==> src/rtl/rover_pkg.sv <==
// Shared encodings for the colour-sensor front end: colours, scan states, filter selects.
package rover_pkg;

  typedef enum logic [1:0] {
    COL_NONE  = 2'd0,
    COL_RED   = 2'd1,
    COL_GREEN = 2'd2,
    COL_BLUE  = 2'd3
  } color_e;

  typedef enum logic [1:0] {
    SEL_RED   = 2'd0,
    SEL_BLUE  = 2'd1,
    SEL_GREEN = 2'd2,
    DECIDE    = 2'd3
  } state_e;

  // {s2,s3} photodiode filter selects
  localparam logic [1:0] FILT_RED   = 2'b00;
  localparam logic [1:0] FILT_BLUE  = 2'b01;
  localparam logic [1:0] FILT_GREEN = 2'b11;

  // Strict winner with a minimum count; any tie for the top slot yields NONE.
  function automatic color_e pick_color(input logic [31:0] r, input logic [31:0] g,
                                        input logic [31:0] b, input logic [31:0] min_cnt);
    if (r > g && r > b && r >= min_cnt) return COL_RED;
    if (g > r && g > b && g >= min_cnt) return COL_GREEN;
    if (b > r && b > g && b >= min_cnt) return COL_BLUE;
    return COL_NONE;
  endfunction

endpackage

==> src/rtl/pulse_counter.sv <==
// Synchronizes the asynchronous sensor output and counts its rising edges, saturating.
module pulse_counter #(
  parameter int CNT_W = 16
) (
  input  logic             clock,
  input  logic             reset_n,
  input  logic             in,
  input  logic             enable,
  input  logic             clear,
  output logic [CNT_W-1:0] count
);

  // [0],[1] form the synchronizer; [2] holds the previous synced value
  logic [2:0]       sync_q;
  logic [CNT_W-1:0] count_q;
  logic             rise;

  always_ff @(posedge clock or negedge reset_n) begin
    if (!reset_n) sync_q <= '0;
    else          sync_q <= {sync_q[1:0], in};
  end

  assign rise = sync_q[1] & ~sync_q[2];

  always_ff @(posedge clock or negedge reset_n) begin
    if (!reset_n)                              count_q <= '0;
    else if (clear)                            count_q <= '0;
    else if (enable && rise && count_q != '1)  count_q <= count_q + 1'b1;
  end

  assign count = count_q;

endmodule

==> src/rtl/color_detect.sv <==
// TCS3200 colour scanner: counts edges under each filter, picks a winner, debounces over two frames.
module color_detect
  import rover_pkg::*;
#(
  parameter int GATE_CYCLES   = 100000,
  parameter int SETTLE_CYCLES = 1000,
  parameter int MIN_COUNT     = 50,
  parameter int CNT_W         = 16
) (
  input  logic clock,
  input  logic reset_n,
  input  logic sensor_out,
  output logic s2,
  output logic s3,
  output logic Red,
  output logic Green,
  output logic Blue,
  output logic sample_valid
);

  localparam int SEL_CYCLES = SETTLE_CYCLES + GATE_CYCLES;
  localparam int TMR_W      = $clog2(SEL_CYCLES + 1);

  state_e           state_q, state_d;
  logic [TMR_W-1:0] timer_q, timer_d;
  logic             sel_last;
  logic [1:0]       filt;
  logic             cnt_en, cnt_clr;
  logic [CNT_W-1:0] count;
  logic [CNT_W-1:0] r_cnt_q, b_cnt_q;
  color_e           cand, prev_cand_q, color_q;
  logic             sample_valid_q;

  assign sel_last = (timer_q == TMR_W'(SEL_CYCLES - 1));

  always_ff @(posedge clock or negedge reset_n) begin
    if (!reset_n) begin
      state_q <= SEL_RED;
      timer_q <= '0;
    end else begin
      state_q <= state_d;
      timer_q <= timer_d;
    end
  end

  always_comb begin
    state_d = state_q;
    timer_d = timer_q;
    unique case (state_q)
      SEL_RED, SEL_BLUE, SEL_GREEN: begin
        if (sel_last) begin
          timer_d = '0;
          state_d = (state_q == SEL_RED)  ? SEL_BLUE  :
                    (state_q == SEL_BLUE) ? SEL_GREEN : DECIDE;
        end else begin
          timer_d = timer_q + 1'b1;
        end
      end
      DECIDE: begin
        state_d = SEL_RED;
        timer_d = '0;
      end
      default: state_d = SEL_RED;
    endcase
  end

  always_comb begin
    filt    = FILT_GREEN;
    cnt_en  = 1'b0;
    cnt_clr = 1'b0;
    unique case (state_q)
      SEL_RED:   filt = FILT_RED;
      SEL_BLUE:  filt = FILT_BLUE;
      SEL_GREEN: filt = FILT_GREEN;
      default:   filt = FILT_GREEN;  // DECIDE only ever follows SEL_GREEN
    endcase
    if (state_q != DECIDE) begin
      cnt_clr = (timer_q == '0);
      cnt_en  = (timer_q >= TMR_W'(SETTLE_CYCLES));
    end
  end

  assign {s2, s3} = filt;

  pulse_counter #(.CNT_W(CNT_W)) u_cnt (
    .clock   (clock),
    .reset_n (reset_n),
    .in      (sensor_out),
    .enable  (cnt_en),
    .clear   (cnt_clr),
    .count   (count)
  );

  // The counter keeps its final value until the next state's first cycle clears it,
  // so each window is captured there; green is still live in the counter during DECIDE.
  always_ff @(posedge clock or negedge reset_n) begin
    if (!reset_n) begin
      r_cnt_q <= '0;
      b_cnt_q <= '0;
    end else begin
      if (state_q == SEL_BLUE  && timer_q == '0) r_cnt_q <= count;
      if (state_q == SEL_GREEN && timer_q == '0) b_cnt_q <= count;
    end
  end

  assign cand = pick_color(32'(r_cnt_q), 32'(count), 32'(b_cnt_q), 32'(MIN_COUNT));

  always_ff @(posedge clock or negedge reset_n) begin
    if (!reset_n) begin
      prev_cand_q    <= COL_NONE;
      color_q        <= COL_NONE;
      sample_valid_q <= 1'b0;
    end else begin
      sample_valid_q <= (state_q == DECIDE);
      if (state_q == DECIDE) begin
        prev_cand_q <= cand;
        if (cand == prev_cand_q) color_q <= cand;
      end
    end
  end

  assign Red          = (color_q == COL_RED);
  assign Green        = (color_q == COL_GREEN);
  assign Blue         = (color_q == COL_BLUE);
  assign sample_valid = sample_valid_q;

endmodule

==> config.mk <==
export PLATFORM = sky130hd
export DESIGN_NAME = color_detect
export DESIGN_NICKNAME = d
export VERILOG_FILES = /design/src/rtl/rover_pkg.sv /design/src/rtl/pulse_counter.sv /design/src/rtl/color_detect.sv
export SDC_FILE = /design/constraint.sdc
export NUM_CORES = 1
export LEC_CHECK = 0
export CORE_MARGIN = 5
export CORE_UTILIZATION = 52
export DETAILED_ROUTE_END_ITERATION = 10
export GPL_ROUTABILITY_DRIVEN = 0
export MAX_ROUTING_LAYER = met4
export PLACE_DENSITY = 0.71
export REMOVE_ABC_BUFFERS = 1
export SYNTH_ARGS = -nofsm -noshare
export SYNTH_HDL_FRONTEND = slang
export SYNTH_SLANG_ARGS = --single-unit
==> constraint.sdc <==
create_clock -name clock -period 2.3 [get_ports clock]
set_clock_uncertainty 0.05 [all_clocks]
set_input_delay 0.46 -clock clock [delete_from_list [all_inputs] [get_ports clock]]
set_output_delay 0.46 -clock clock [all_outputs]
set_load 0.05 [all_outputs]
# Word-level counts from Yosys, hierarchy flattened
# Cells that the tools add are included.
[word_totals] mem_bits_ro=0 n_memories=0 latch_bits=0 regBits=75 mem_bits_rw=0
[classes] div=0 magnitude_cmp=10 multipliers=0 shift=0 n_reduce_logical=15 n_mux=23 n_eq_ne=11 bitwise=2 addsub=2
[ops] op="16-bit > comparator" n=6
[ops] op="16-bit by 6-bit >= comparator with 1-bit output, second input constant" n=3
[ops] op="17-bit case mux with 2 select lines" n=1
[ops] op="16-bit two-way mux" n=2
[ops] op="17-bit by 1-bit adder with 17-bit output, second input constant" n=1
[ops] op="17-bit equality test, second input constant" n=1
[ops] op="17-bit by 10-bit >= comparator with 1-bit output, second input constant" n=1
[ops] op="17-bit logical NOT" n=1
[ops] op="17-bit two-way mux" n=1
[ops] op="16-bit by 1-bit adder with 16-bit output, second input constant" n=1
[ops] op="2-bit two-way mux" n=8
[ops] op="16-bit != test, second input constant" n=1
[ops] op="1-bit logical AND" n=10
[ops] op="1-bit two-way mux" n=9
[ops] op="2-bit equality test, second input constant" n=4
[ops] op="2-bit case mux with 2 select lines" n=2
[ops] op="2-bit by 1-bit equality test with 1-bit output, second input constant" n=2
[ops] op="2-bit != test, second input constant" n=2
[ops] op="3-bit OR reduction" n=1
[ops] op="2-bit equality test" n=1
[ops] op="2-bit logical NOT" n=1
[ops] op="2-bit AND reduction" n=1
[ops] op="2-bit nonzero test" n=1
[ops] op="1-bit AND" n=1
[ops] op="1-bit NOT" n=1

# Depth between registers and ports, before layout
# Gate-level depths: netlist of the first run.
[depth] depth_word=12 mapped_depth=10 depth_no_buf=9

# By module
# A second synthesis of the first run with hierarchy kept.
[unflattened] cells_unflattened=512 area_unflattened_um2=4674.5
[modules_own_cells] module="color_detect" seq_area_each_um2=1401.3 instances=1 area_each_um2=3669.8 cells_per_inst=411
[modules_own_cells] module="pulse_counter" seq_area_each_um2=475.5 instances=1 area_each_um2=1004.7 cells_per_inst=101

# Worst setup path after synthesis of the first run
# OpenSTA, ideal clock, no wires.
[synth_path] kind="register to register" from="register u_cnt.count_q[10] (netlist: u_cnt.count[10])" to="register color_q[0]" arrival_time_ns=2.325 required_time_ns=2.164 setup_time_ns=0.086 path_stages_with_launch=9 setup_slack_ns=-0.161 path_cell_list="dfrtp_1 -> ha_1 -> nand4_1 -> or4_1 -> o21ai_1 -> a31oi_4 -> a2bb2oi_2 -> mux2_4 -> nor3_1"
[synth_via] elab_chain_len=11
[synth_lines] element="start: declaration" line="pulse_counter.sv:15" text="logic [CNT_W-1:0] count_q;"
[synth_lines] element="start signal: assignment" line="pulse_counter.sv:28" text="else if (enable && rise && count_q != '1) count_q <= count_q + 1'b1;"
[synth_lines] element="16-bit > comparator" line="rover_pkg.sv:28" text="if (b > r && b > g && b >= min_cnt) return COL_BLUE;"
[synth_lines] element="1-bit logical AND (2 in series)" line="rover_pkg.sv:28"
[synth_lines] element="1-bit two-way mux (2 in series)" line="rover_pkg.sv:28"
[synth_lines] element="1-bit two-way mux" line="rover_pkg.sv:27" text="if (g > r && g > b && g >= min_cnt) return COL_GREEN;"
[synth_lines] element="2-bit two-way mux" line="rover_pkg.sv:29" text="return COL_NONE;"
[synth_lines] element="2-bit two-way mux" line="rover_pkg.sv:28"
[synth_lines] element="2-bit two-way mux *" line="rover_pkg.sv:27"
[synth_lines] element="2-bit equality test" line="color_detect.sv:117" text="if (cand == prev_cand_q) color_q <= cand;"
[synth_lines] element="2-bit AND reduction (no source line)"
[synth_lines] element="end signal: assignment" line="color_detect.sv:117"
[synth_lines] element="end: declaration" line="color_detect.sv:31" text="color_e cand, prev_cand_q, color_q;"
# Every way passes the cells marked *; elsewhere a longest branch is shown, timed or not. The select of a mux whose other input is x is not followed.
# A chain may end at the register's enable or synchronous reset.

# Worst setup path in the final report of the first run
[layout_path] from="register u_cnt.count_q[7] (netlist: u_cnt.count[7])" to="register color_q[0]"
# The elaborated chain is that of the path after synthesis.

==> metrics, run 1 <==
warnings from Yosys=0; maximum fanout encountered on the critical timing path=3; GRT Resource Usage Total=23.60%; clock transition time at the flip-flop clock pins of the worst setup and hold paths=roughly 0.09 ns; number of global-route vias before repair=4,353; sequential share of power=51.9%; final setup slack of the worst path=-0.2867 ns; number of pins with negative max-slew slack in the final report=0; top-level I/O count=9; quantity of hold-fixing buffers added after cts=0; maximum number of pins on one net before global-route repair=58; dpl hpwl=just under 9000 µm; clock sink count=75; number of flops mapped to enable cells by yosys=0; longest individual stage delay on the worst path=0.40 ns; Worst path top cell family by delay=compound AO/OA/AOI/OAI gates; number of antenna diodes=0; First DRT Iteration DRCs=between 300 and 400; post-synthesis average cell area=roughly 9.0 µm²; TritonCTS clock tree=built; clock root buffer master=clkbuf_8; area share of the leading cell type in the synthesized netlist=40.91%; worst supply voltage drop on vdd=slightly below 0.3 mV; Seq/Total Area, Yosys=40.91%; sw frac=22.39%; Critical R2R Capture=color_q[0]; violated checks=negative setup slack; via count normalized by instance count=approximately 5.8; Mapped Area=between 0.004 and 0.005 mm²; Slowest cell on crit path=dfrtp_1; antenna-violating nets left=0; highest clock frequency the design can meet=slightly below 400 MHz; maximum clock path buffer count=2; Routed WL per cell=between 15 and 20 µm; Leakage Power=0.002842 µW; wire length of the first global-routing pass=approximately 20,000 µm; synth unique cells=49; number of endpoints failing setup at the final stage=3; Worst Setup Slack post-DPL=-0.2938 ns; worst hold slack after final layout=a little over 0.1 ns; combinational power share=between 1 and 1.5%; Die Span X=roughly 100 µm; pin slew with the least headroom to its limit=around 0.74 ns; share of power burned in the clock network=a little under half; result of the run=finished with violations; Worst Setup Start Kind=flip-flop; Die H=103.9 µm; ys flop type=dfrtp_1; CP Data Arrival Time=about 2.8 ns; synthesis-to-finish area growth=32.51%; vias after detailed routing=about 4,200; required time worst endpoint=around 2.5 ns; final-layout fill cell count=635; Internal=slightly below 2000 µW; layout cell share with drive strength beyond 1=around a quarter; Commonest cells post-synth=75 x dfrtp_1, 63 x nand2_1, 57 x ha_1; chain of cells forming the critical path=ha_1 > a21oi_1 > o21ai_0 > a221oi_1 > buf_4 > a31oi_4 > buf_4 > a21o_1 > a211oi_2 > nor3_2; post-synthesis register bit count=75; cell row count=34; pwr dens=about 420 mW/mm²; count of cells along the worst register-to-register path=10; unrepaired setup endpoints after global routing=true; core region area=slightly below 0.009 mm²; max-cap violations=0; GRT Residual Overflow=0; DRC violation count after routing=0; antenna violations before repair=0; worst hold path class=in2async; post-layout total power=2547 µW; most prevalent standard cell on the critical path=buf_4; placement-stage cell area=approximately 0.0054 mm²; fraction of registers with async set or reset after synthesis=100.0%; number of hold violations in the final report=0; kind of end point of the critical path=flip-flop; cell with the most instances after synthesis=dfrtp_1; minimum setup slack among reg-to-reg paths=-0.29 ns; Design Area, Final=around 0.0061 mm²; Initial Util=a little over half; net load switching power=570.1 µW; final cycle utilization of the critical path=112.5%; total iterations of the first detailed-routing run=6; classification of the worst setup path=reg2reg; number of standard cells after synthesis=between 500 and 600; max-slew headroom at the worst pin=just over 50%; net count reported at finish=between 600 and 700; CTS Buf Count=9; Port Buffer Count=8; H-tree levels=3; overall die area=around 0.011 mm²; reg-to-reg startpoint=u_cnt.count[7]; cell types occupying the most area after synthesis=dfrtp_1 41%, ha_1 16%, nand2_1 5.2%; source-to-sink clock delay at the later pin of the worst-skew pair=between 0.3 and 0.4 ns; Buf+Inv Stages, Crit Path=2; area leader, netlist=dfrtp_1; min Tclk post-route=between 2 and 3 ns; Total Wirelength=about 13,000 µm
[through the flow]
step	cells	TNS [ns]	util, %
CTS	717	-0.3496	66.85
global placement	696	-0.3629	62.30
finish	725	-0.6823	70.05
detailed placement	696	-0.6495	62.30
global route	725	-0.8716	70.05
floorplan	496	-0.2625	-
[flip-flops by register name, summed over array words and instances (netlist names)]
name,flops
u_cnt.count,16
timer_q,17
prev_cand_q,2
color_q,2
b_cnt_q,16
u_cnt.sync_q,3
r_cnt_q,16
sample_valid,1
state_q,2
[worst max-delay path by stage]
| stage | slack (ns) | depth (start not counted) | endpoint | from |
|---|---|---|---|---|
| floorplan | -0.16 | 8 | color_q[0] | u_cnt.count[10] |
| CTS | -0.18 | 8 | color_q[0] | u_cnt.count[11] |
| finish | -0.29 | 10 | color_q[0] | u_cnt.count[7] |
| global placement | -0.19 | 8 | color_q[0] | u_cnt.count[14] |
| detailed placement | -0.29 | 9 | color_q[0] | r_cnt_q[13] |
| global route | -0.37 | 10 | color_q[0] | u_cnt.count[14] |
[cells by family after synthesis]
logic type,share of synthesized area [%]
AOI/OAI and AO/OA,14.10
xor gates and xnor gates,4.391
adders and majority gates,15.54
buffers and inverters,4.418
DFF,40.91
muxes,0.7907
and+or+nand+nor,19.85
[power groups by stage]
stage          Sequential [µW]  Combinational [µW]  Clock (µW)
5_1_grt                   1320                37.7        1260
3_5_place_dp              1350                33.8           0
3_3_place_gp              1350                33.2           0
2_1_floorplan             1350               0.674           0
4_1_cts                   1320                33.9        1210
6_report                  1320                31.5        1190
[timing repair]
action | in CTS | in global routing
endpoints found under the setup margin | 6 | 18
gates resized for setup | 26 | 40
pin swaps | 18 | 13
buffers inserted | 5 | 9
[cell usage in the layout, fill, tap and decap left out, types with 4 or more instances in the layout]
cell type / n
xor2_1: 8
buf_4: 90
nor2_1: 42
nor4_1: 10
or3_1: 6
clkbuf_8: 10
nand2_1: 63
ha_1: 43
dfrtp_1: 75
inv_2: 7
nor2b_1: 6
inv_1: 33
a21o_1: 4
nor3_1: 5
o21ai_0: 12
nand3_1: 19
nand4_1: 16
xnor2_1: 15
buf_6: 8
ha_4: 14
o21ai_1: 37
a21oi_1: 29
and4_1: 4
[per-layer routing]
metal	vias to the layer above	share of wire, %	global-route usage [%]	routed length (µm)
met5	-	0	-	0
met4	0	5.0	12.77	640
met3	53	4.3	4.780	553
met2	137	51	39.03	6521
met1	2037	40	26.86	5040
li1	2014	-	-	-
[area by class of cell]
| class | count | area, µm² | area share, % |
|---|---|---|---|
| Sequential cell | 75 | 1877 | 30.87 |
| Clock inverter | 6 | 95.09 | 1.564 |
| Multi-Input combinational cell | 379 | 2816 | 46.33 |
| Clock buffer | 10 | 137.6 | 2.264 |
| Tap cell | 108 | 135.1 | 2.223 |
| Timing Repair Buffer | 105 | 855.8 | 14.08 |
| Inverter | 42 | 162.7 | 2.675 |
No activity file was read; power rests on OpenSTA's default activity.
==> run 2, diff against run 1 <==
- RECOVER_POWER: unset -> 100
==> run 2 against run 1 <==
  * Sequential share of layout area up 0.24 points
  * Register-to-register slack about the same
  * Utilization decreased by 0.53 points
  * First-iteration DRC count decreased by 14%
  * Critical path depth did not move
  * Clock-buffer cell count did not move
  * Via count fell by 0.24%
  * Largest cell class unchanged
  * The run still ends with negative setup slack left
  * Combinational power is 7.0% lower
  * Non-clock buffer count did not move
==> metrics, run 2 (synthesized netlist as in run 1, its figures left out) <==
Leakage Power=0.002805 µW (was 0.002842 µW); commonest cells after routing, fill and taps aside=84 x buf_4, 75 x dfrtp_1, 63 x nand2_1, 43 x ha_1, 42 x nor2_1 (was 90 x buf_4, 75 x dfrtp_1, 63 x nand2_1, 43 x ha_1, 42 x nor2_1); max FFs per register=17 (unchanged); Worst Setup Start Kind=flip-flop (unchanged); Routed met2 length=6469 µm (was 6521 µm); First DRT Iteration DRCs=319 (was 373); net count reported at finish=672 (unchanged); Worst Setup Slack post-DPL=-0.2938 ns (unchanged); Routed WL per cell=17.60 µm (was 17.59 µm); pwr dens=422.3 mW/mm² (was 418.9 mW/mm²); worst hold slack after final layout=0.3039 ns (was 0.1010 ns); antenna violations before repair=0 (unchanged); CTS Buf Count=9 (unchanged); final cycle utilization of the critical path=113.0% (was 112.5%); layout cell share with drive strength beyond 1=26.26% (was 26.74%); highest clock frequency the design can meet=384.9 MHz (was 386.6 MHz); TritonCTS clock tree=built (unchanged); Initial Util=52.87% (unchanged); violated checks=negative setup slack (unchanged); synthesis-to-finish area growth=31.50% (was 32.51%); min Tclk post-route=2.598 ns (was 2.587 ns); classification of the worst setup path=reg2reg (unchanged); number of global-route vias before repair=4,353 (unchanged); max-cap violations=0 (unchanged); clock transition time at the flip-flop clock pins of the worst setup and hold paths=0.09 ns (about the same); number of antenna diodes=0 (unchanged); total iterations of the first detailed-routing run=5 (was 6); via count normalized by instance count=5.836 (was 5.850); antenna-violating nets left=0 (unchanged); max-slew headroom at the worst pin=2.104% (was 50.35%); register with the highest flop count=timer_q (unchanged); result of the run=finished with violations (unchanged); Die H=103.9 µm (unchanged); quantity of hold-fixing buffers added after cts=0 (unchanged); H-tree levels=3 (unchanged); met3 wire len=534 µm (was 553 µm); core region area=0.008678 mm² (unchanged); post-layout total power=2548 µW (was 2547 µW); clock root buffer master=clkbuf_8 (unchanged); maximum fanout encountered on the critical timing path=3 (unchanged); cell row count=34 (unchanged); number of endpoints failing setup at the final stage=5 (was 3); kind of end point of the critical path=flip-flop (unchanged); worst supply voltage drop on vdd=0.2930 mV (was 0.2945 mV); clock sink count=75 (unchanged); number of hold violations in the final report=0 (unchanged); CP Data Arrival Time=2.81 ns (was 2.79 ns); Port Buffer Count=8 (unchanged); DRC violation count after routing=0 (unchanged); Die Span X=103.9 µm (unchanged); unrepaired setup endpoints after global routing=true (unchanged); wl on met1=5058 µm (was 5040 µm); worst hold path class=reg2reg (was in2async); maximum number of pins on one net before global-route repair=58 (unchanged); Total Wirelength=12,760 µm (about the same); GRT Resource Usage Total=23.60% (unchanged); vias after detailed routing=4,231 (was 4,241); most common cell after layout, fill and taps aside=buf_4 (unchanged); pin slew with the least headroom to its limit=1.468 ns (was 0.7448 ns); wire length of the first global-routing pass=20,440 µm (unchanged); final-layout fill cell count=644 (was 635); highest metal layer with signal wires=met4 (unchanged); GRT Residual Overflow=0 (unchanged); overall die area=0.01080 mm² (unchanged); required time worst endpoint=2.51 ns (about the same); maximum clock path buffer count=2 (unchanged); top-level I/O count=9 (unchanged); number of pins with negative max-slew slack in the final report=0 (unchanged); final setup slack of the worst path=-0.2984 ns (was -0.2867 ns); dpl hpwl=8760 µm (unchanged); source-to-sink clock delay at the later pin of the worst-skew pair=0.36 ns (about the same)
run 2: cell types whose count changed in the layout (fill, tap and decap cells not counted):
cell and change:
nor4_4 -1, clkdlybuf4s50_1 -2, nor4_1 +1, buf_12 -1, clkbuf_1 +3, dlymetal6s2s_1 -1, buf_4 -6, clkbuf_2 +4
buf_8 +1, dlygate4sd3_1 +2
run 2: area by class of cell:
class	instances	area, µm²	area share [%]
multi-input cells	379	2801	46.43
flip-flops and latches	75	1877	31.11
repair buffers	105	824.5	13.67
inverters	42	162.7	2.696
clock buffers	10	137.6	2.281
well taps	108	135.1	2.240
clock inverters	6	95.09	1.576
run 2: routing by layer:
metal / up-vias / track usage [%]
met5: - / -
met4: 0 / 12.77
met3: 58 / 4.780
met2: 128 / 39.03
met1: 2031 / 26.86
li1: 2014 / -
run 2: worst paths after layout:
path | startpoint | endpoint | slack, ns | depth (start not counted)
hold / removal | u_cnt.sync_q[0] | u_cnt.sync_q[1] | 0.30 | 0
max in group asynchronous | reset_n | u_cnt.sync_q[0] | 0.67 | 2
setup reg to reg | u_cnt.count[7] | color_q[0] | -0.30 | 10
hold reg to reg | u_cnt.sync_q[0] | u_cnt.sync_q[1] | 0.30 | 0
setup / recovery | u_cnt.count[7] | color_q[0] | -0.30 | 10
min in group asynchronous | reset_n | b_cnt_q[7] | 0.37 | 1
run 2: critical path: stages (launching register included):
cell      delay, ns
dfrtp_1        0.40
ha_1           0.32
a21oi_1        0.16
o21ai_0        0.21
a221oi_1       0.38
buf_4          0.20
a31oi_4        0.10
buf_4          0.16
a21o_1         0.20
a211oi_2       0.25
nor3_2         0.07
run 2: stage by stage:
step / setup TNS (ns) / cell area (µm²) / utilization (%) / std cells
after floorplan: -0.2625 / 4543 / - / 496
after global placement: -0.3629 / 5406 / 62.30 / 696
after detailed placement: -0.6495 / 5406 / 62.30 / 696
after CTS: -0.3496 / 5802 / 66.85 / 717
after global routing: -3.350 / 6033 / 69.52 / 725
final: -0.7280 / 6033 / 69.52 / 725
run 2: what timing repair did:
item                                    4_1_cts  5_1_grt
pin swaps                                    18       13
buffers inserted                              5        9
resized for setup                            26       40
endpoints found under the setup margin        6       18
hold endpoints to repair                      0        0
run 2: where the power goes:
| part | internal [µW] | switching [µW] | total (µW) |
|---|---|---|---|
| clock network | 652 | 546 | 1200 |
| logic | 2.81 | 26.5 | 29.3 |
| registers | 1320 | 0.872 | 1320 |
==> run 3, diff against run 2 <==
- ABC_CLOCK_PERIOD_IN_PS: unset -> 2300
==> results of run 3 <==
Same layout as run 2: the final DEF is identical, and so are final timing and power.
